--- src/rtl/seq_adder_pkg.sv ---
// seq_adder_pkg
//   Shared types and helpers for seq_chunk_adder.
//   - state_e      : FSM state encoding (IDLE, ADD, DONE)
//   - idx_width()  : bit width of the chunk index, never less than 1
package seq_adder_pkg;

    typedef enum logic [1:0] {
        IDLE = 2'd0,
        ADD  = 2'd1,
        DONE = 2'd2
    } state_e;

    // $clog2(1) is 0, so a single-chunk build still needs a 1-bit index.
    function automatic int idx_width(input int num_chunks);
        return (num_chunks > 1) ? $clog2(num_chunks) : 1;
    endfunction

endpackage

--- src/rtl/chunk_adder.sv ---
// chunk_adder
//   Purely combinational CHUNK-bit ripple-carry adder slice.
//   Ports:
//     a, b  : CHUNK-bit addends
//     cin   : carry into bit 0
//     sum   : CHUNK-bit sum
//     cout  : carry out of bit CHUNK-1
module chunk_adder #(
    parameter int CHUNK = 4
) (
    input  logic [CHUNK-1:0] a,
    input  logic [CHUNK-1:0] b,
    input  logic             cin,
    output logic [CHUNK-1:0] sum,
    output logic             cout
);

    logic [CHUNK:0] c;

    // Carry chain kept inside one process so the ripple is evaluated in order.
    always_comb begin
        c   = '0;
        sum = '0;
        c[0] = cin;
        for (int i = 0; i < CHUNK; i++) begin
            sum[i]   = a[i] ^ b[i] ^ c[i];
            c[i + 1] = (a[i] & b[i]) | (c[i] & (a[i] ^ b[i]));
        end
    end

    assign cout = c[CHUNK];

endmodule

--- src/rtl/seq_chunk_adder.sv ---
// seq_chunk_adder
//   Multi-cycle WIDTH-bit adder that adds CHUNK bits per clock, LSB slice
//   first, through a single chunk_adder slice. Valid/ready on both sides;
//   one operation in flight at a time.
//
//   Optional feature macro: SEQ_ADDER_OVF_EN adds the signed-overflow
//   output ovf, registered together with co at the final slice.
//
//   Ports:
//     clk, rst              : clock, synchronous active-high reset
//     in_valid / in_ready   : operand handshake (in_ready only in IDLE)
//     r, s, ci              : addends and carry-in, sampled on accept
//     out_valid / out_ready : result handshake (out_valid only in DONE)
//     out, co               : sum mod 2^WIDTH and carry-out
//     ovf                   : signed overflow (SEQ_ADDER_OVF_EN only)
//
//   state | meaning
//   ------+-----------------------------------------------
//   IDLE  | waiting for operands, in_ready high
//   ADD   | adding slice k_q, one slice per clock
//   DONE  | result held, out_valid high until out_ready
module seq_chunk_adder
    import seq_adder_pkg::*;
#(
    parameter int WIDTH = 16,
    parameter int CHUNK = 4
) (
    input  logic             clk,
    input  logic             rst,
    input  logic             in_valid,
    output logic             in_ready,
    input  logic [WIDTH-1:0] r,
    input  logic [WIDTH-1:0] s,
    input  logic             ci,
    output logic             out_valid,
    input  logic             out_ready,
    output logic [WIDTH-1:0] out,
    output logic             co
`ifdef SEQ_ADDER_OVF_EN
    ,
    output logic             ovf
`endif
);

    localparam int NUM_CHUNKS = WIDTH / CHUNK;
    localparam int KW         = idx_width(NUM_CHUNKS);
    localparam logic [KW-1:0] K_LAST = KW'(NUM_CHUNKS - 1);

    if ((CHUNK < 1) || (CHUNK > WIDTH) || ((WIDTH % CHUNK) != 0)) begin : g_bad_params
        $error("seq_chunk_adder: WIDTH must be a non-zero multiple of CHUNK");
    end

    state_e           state_q, state_d;
    logic [KW-1:0]    k_q, k_d;
    logic [WIDTH-1:0] r_q, s_q;
    logic [WIDTH-1:0] sum_q, sum_d;
    logic             carry_q, carry_d;
    logic             co_q, co_d;
    logic             accept;

    logic [CHUNK-1:0] slice_a, slice_b, slice_sum;
    logic             slice_cout;

    assign slice_a = r_q[k_q * CHUNK +: CHUNK];
    assign slice_b = s_q[k_q * CHUNK +: CHUNK];

    chunk_adder #(.CHUNK(CHUNK)) u_slice (
        .a    (slice_a),
        .b    (slice_b),
        .cin  (carry_q),
        .sum  (slice_sum),
        .cout (slice_cout)
    );

    assign accept = (state_q == IDLE) && in_valid;

`ifdef SEQ_ADDER_OVF_EN
    logic ovf_q, ovf_d;
    logic ovf_final;
    // Same-sign operands whose sum flips sign; slice_sum's MSB is out[MSB]
    // on the final slice.
    assign ovf_final = (r_q[WIDTH-1] == s_q[WIDTH-1]) &&
                       (slice_sum[CHUNK-1] != r_q[WIDTH-1]);
`endif

    always_comb begin
        state_d = state_q;
        k_d     = k_q;
        sum_d   = sum_q;
        carry_d = carry_q;
        co_d    = co_q;
`ifdef SEQ_ADDER_OVF_EN
        ovf_d   = ovf_q;
`endif
        case (state_q)
            IDLE: begin
                if (in_valid) begin
                    state_d = ADD;
                    k_d     = '0;
                    sum_d   = '0;
                    carry_d = ci;
                    co_d    = 1'b0;
`ifdef SEQ_ADDER_OVF_EN
                    ovf_d   = 1'b0;
`endif
                end
            end
            ADD: begin
                sum_d[k_q * CHUNK +: CHUNK] = slice_sum;
                carry_d = slice_cout;
                k_d     = k_q + 1'b1;
                if (k_q == K_LAST) begin
                    k_d     = '0;
                    co_d    = slice_cout;
                    state_d = DONE;
`ifdef SEQ_ADDER_OVF_EN
                    ovf_d   = ovf_final;
`endif
                end
            end
            DONE: begin
                if (out_ready) begin
                    state_d = IDLE;
                end
            end
            default: state_d = IDLE;
        endcase
    end

    always_ff @(posedge clk) begin
        if (rst) begin
            state_q <= IDLE;
            k_q     <= '0;
            sum_q   <= '0;
            carry_q <= 1'b0;
            co_q    <= 1'b0;
            r_q     <= '0;
            s_q     <= '0;
        end else begin
            state_q <= state_d;
            k_q     <= k_d;
            sum_q   <= sum_d;
            carry_q <= carry_d;
            co_q    <= co_d;
            if (accept) begin
                r_q <= r;
                s_q <= s;
            end
        end
    end

`ifdef SEQ_ADDER_OVF_EN
    always_ff @(posedge clk) begin
        if (rst) begin
            ovf_q <= 1'b0;
        end else begin
            ovf_q <= ovf_d;
        end
    end
    assign ovf = ovf_q;
`endif

    assign in_ready  = (state_q == IDLE);
    assign out_valid = (state_q == DONE);
    assign out       = sum_q;
    assign co        = co_q;

endmodule

--- config.mk ---
export PLATFORM = sky130hd
export DESIGN_NAME = seq_chunk_adder
export DESIGN_NICKNAME = d
export VERILOG_FILES = /design/src/rtl/seq_adder_pkg.sv /design/src/rtl/chunk_adder.sv /design/src/rtl/seq_chunk_adder.sv
export SDC_FILE = /design/constraint.sdc
export NUM_CORES = 1
export LEC_CHECK = 0
export ABC_AREA = 1
export CAP_MARGIN = 30
export CORE_UTILIZATION = 34
export CTS_BUF_LIST = sky130_fd_sc_hd__clkbuf_4 sky130_fd_sc_hd__clkbuf_8
export DETAILED_ROUTE_END_ITERATION = 8
export MAX_ROUTING_LAYER = met4
export PLACE_DENSITY = 0.55
export SYNTH_ARGS = -nofsm -noshare
export SYNTH_HDL_FRONTEND = slang
export SYNTH_HIERARCHICAL = 1
export SYNTH_SLANG_ARGS = --single-unit
export TNS_END_PERCENT = 10
--- constraint.sdc ---
create_clock -name clk -period 3.7 [get_ports clk]
set_clock_uncertainty 0.1 [all_clocks]
set_input_delay 0.37 -clock clk [delete_from_list [all_inputs] [get_ports clk]]
set_output_delay 0.37 -clock clk [all_outputs]
set_load 0.05 [all_outputs]
==> results.yml <==
outcome:
  status: "finished clean"
setup_path:
  rr_endpoint: "out[15]"
  cp_data_arrival_time_ps: 3380
  crit_type: "flop to flop"
  crit_required_ps: 3840
  cp_max_fo: 25
  ff2ff_path_depth: 15
  startpoint: "k_q[0]"
  cp-start-kind: "flop"
  end_kind: "flop"
  rr_startpoint: "k_q[0]"
  rrSetupSlack_ps: 460
cts:
  h-tree-depth: 2
  ctsResizeCount: 0
  clkSlewWorstSetupHoldPaths_ps: 100
  cts_root_buffer: "clkbuf_8"
  cts_hold_buf: 0
  cts_tree: "done"
  cts_buffer_depth: 2
  clock-sinks: 54
  cts_setup_buffers: 0
  cts_buffers: 5
  clock_latency_ps: 310
cells_and_area:
  fin_util: 0.440
  final_nets: 427
  area_growth_pct: 24.8
  layout_commonest_cell: "nor2_1"
  drive_gt1_frac: 0.0654
  antenna_cells: 0
  final_cell_mix: "91 x nor2_1, 55 x clkdlybuf4s50_1, 53 x dfxtp_1"
global_routing:
  grt_pass1_vias: 2149
  grt_pass1_wl_mm: 9.69
  grt_overflow: 0
  grt_max_degree: 52
  grt_usage: 0.166
  antenna_found_initial: 0
min_path:
  min_to: "r_q[7]"
  hold_class: "flop to flop"
  min_path_cells: 2
  hold_start: "r_q[7]"
sta:
  timing.fmax_mhz: 309
  report.final.setup_viol: 0
  slew_viol_final: 0
  fin_crit_sh: 0.875
  min_period_ps: 3240
  rsz0062_at_grt: "false"
  hold_violations: 0
  tns_ps: 0
  worst_pin_slew_ps: 854
  relSlewSlack: 0.430
  hold_ws_ps: 384
die:
  fp-row-count: 31
  start_util: 0.353
  die_width_microns: 88.7
  die_h_microns: 88.7
  die_area_sq_um: 7870
  num_io_pins: 56
  core-area_sq_um: 7250
yosys:
  synth_area_sq_um: 2560
  synth-seq-cells: 54
  yosys_warnings: 6
  syn_nets: 382
  synth.distinct_cells: 26
  syn_avg_cell_area_sq_um: 7.61
  synth_seq_area_share: 0.423
  syn_inst: 336
detailed_routing:
  totalWireLength_mm: 5.67
  routed_via_density: 4.62
  drt-initial-drc-count: 48
  via_count: 2223
  antenna_left: 0
  wl_per_cell_microns: 11.8
  first_pass_iters: 4
  route.detailed.drc: 0
pwr:
  power_density_nw_per_um2: 392
  peakVddDrop_mv: 0.153
  leakage_nw: 1.22
place:
  port_buffers: 55
  gp_congestion: 0.847
  hpwl_mm: 4.15
run:
  drv_cap: 0
routing by layer:
layer	track usage	up-vias	part of all wire
met2	0.266	51	0.45
met4	0.0425	0	0.012
met3	0.0364	8	0.045
li1	-	1184	-
met1	0.211	980	0.49
met5	-	-	0
registers in the layout, indices dropped and copies added (netlist names):
signal,flops
r_q,16
out,16
state_q,2
co,1
carry_q,1
s_q,16
k_q,2
layout make-up:
| class | instances | area (sq um) |
|---|---|---|
| Inverter | 25 | 98.8 |
| Sequential cell | 54 | 1080 |
| Clock inverter | 1 | 5.00 |
| Fill cell | 794 | 4060 |
| Timing Repair Buffer | 58 | 573 |
| Clock buffer | 7 | 90.1 |
| Multi-Input combinational cell | 237 | 1220 |
| Tap cell | 99 | 124 |
cell usage after synthesis (all sizes together):
cell type | count | area [sq um]
clkbuf | 5 | 18.8
fa | 4 | 80.1
buf | 15 | 140
nor3 | 4 | 20.0
nand2 | 26 | 114
inv | 25 | 98.8
nand4 | 4 | 25.0
o21ai | 49 | 245
nand3 | 22 | 140
o21a | 1 | 7.51
a21oi | 20 | 104
o22ai | 8 | 50.1
dfxtp | 54 | 1080
ha | 5 | 62.6
nor2 | 94 | 370
power by group:
part / internal (W) / switching (W) / total, W
logic: 0.000106 / 0.000153 / 0.000259
registers: 0.000619 / 0.0000269 / 0.000646
clock network: 0.000159 / 0.000187 / 0.000346
total: 0.000884 / 0.000367 / 0.00125
cells by family after synthesis:
family,after synthesis,synth area share
and+or+nand+nor,150,0.262
DFF,54,0.423
AOI/OAI and AO/OA,78,0.159
buffers and inverters,45,0.101
adders and majority gates,9,0.0558
stage by stage:
step	worst slack (ps)	std cells	power (W)	instance area [sq um]
floorplan	694	336	0.000845	2560
global placement	452	473	0.000918	3100
detailed placement	345	473	0.000920	3100
CTS	303	481	0.00127	3190
global route	182	481	0.00133	3190
finish	463	481	0.00125	3190
worst max path at each step:
stage	slack (ps)	to
final	460	out[15]
after detailed placement	350	out[15]
after floorplan	690	out[15]
after global placement	450	out[15]
after global routing	180	out[7]
after CTS	300	out[15]
worst max-delay path: stages (launching register included):
cell and delay (ps):
dfxtp_2 450, inv_2 200, o21ai_0 210, o22ai_1 120, fa_1 420, inv_1 70, fa_1 150, inv_1 50
fa_1 350, inv_1 70, fa_1 400, inv_1 80, inv_1 50, nor3_1 200, nand2_1 110, a21oi_2 130
No activity file was read; power rests on OpenSTA's default activity.
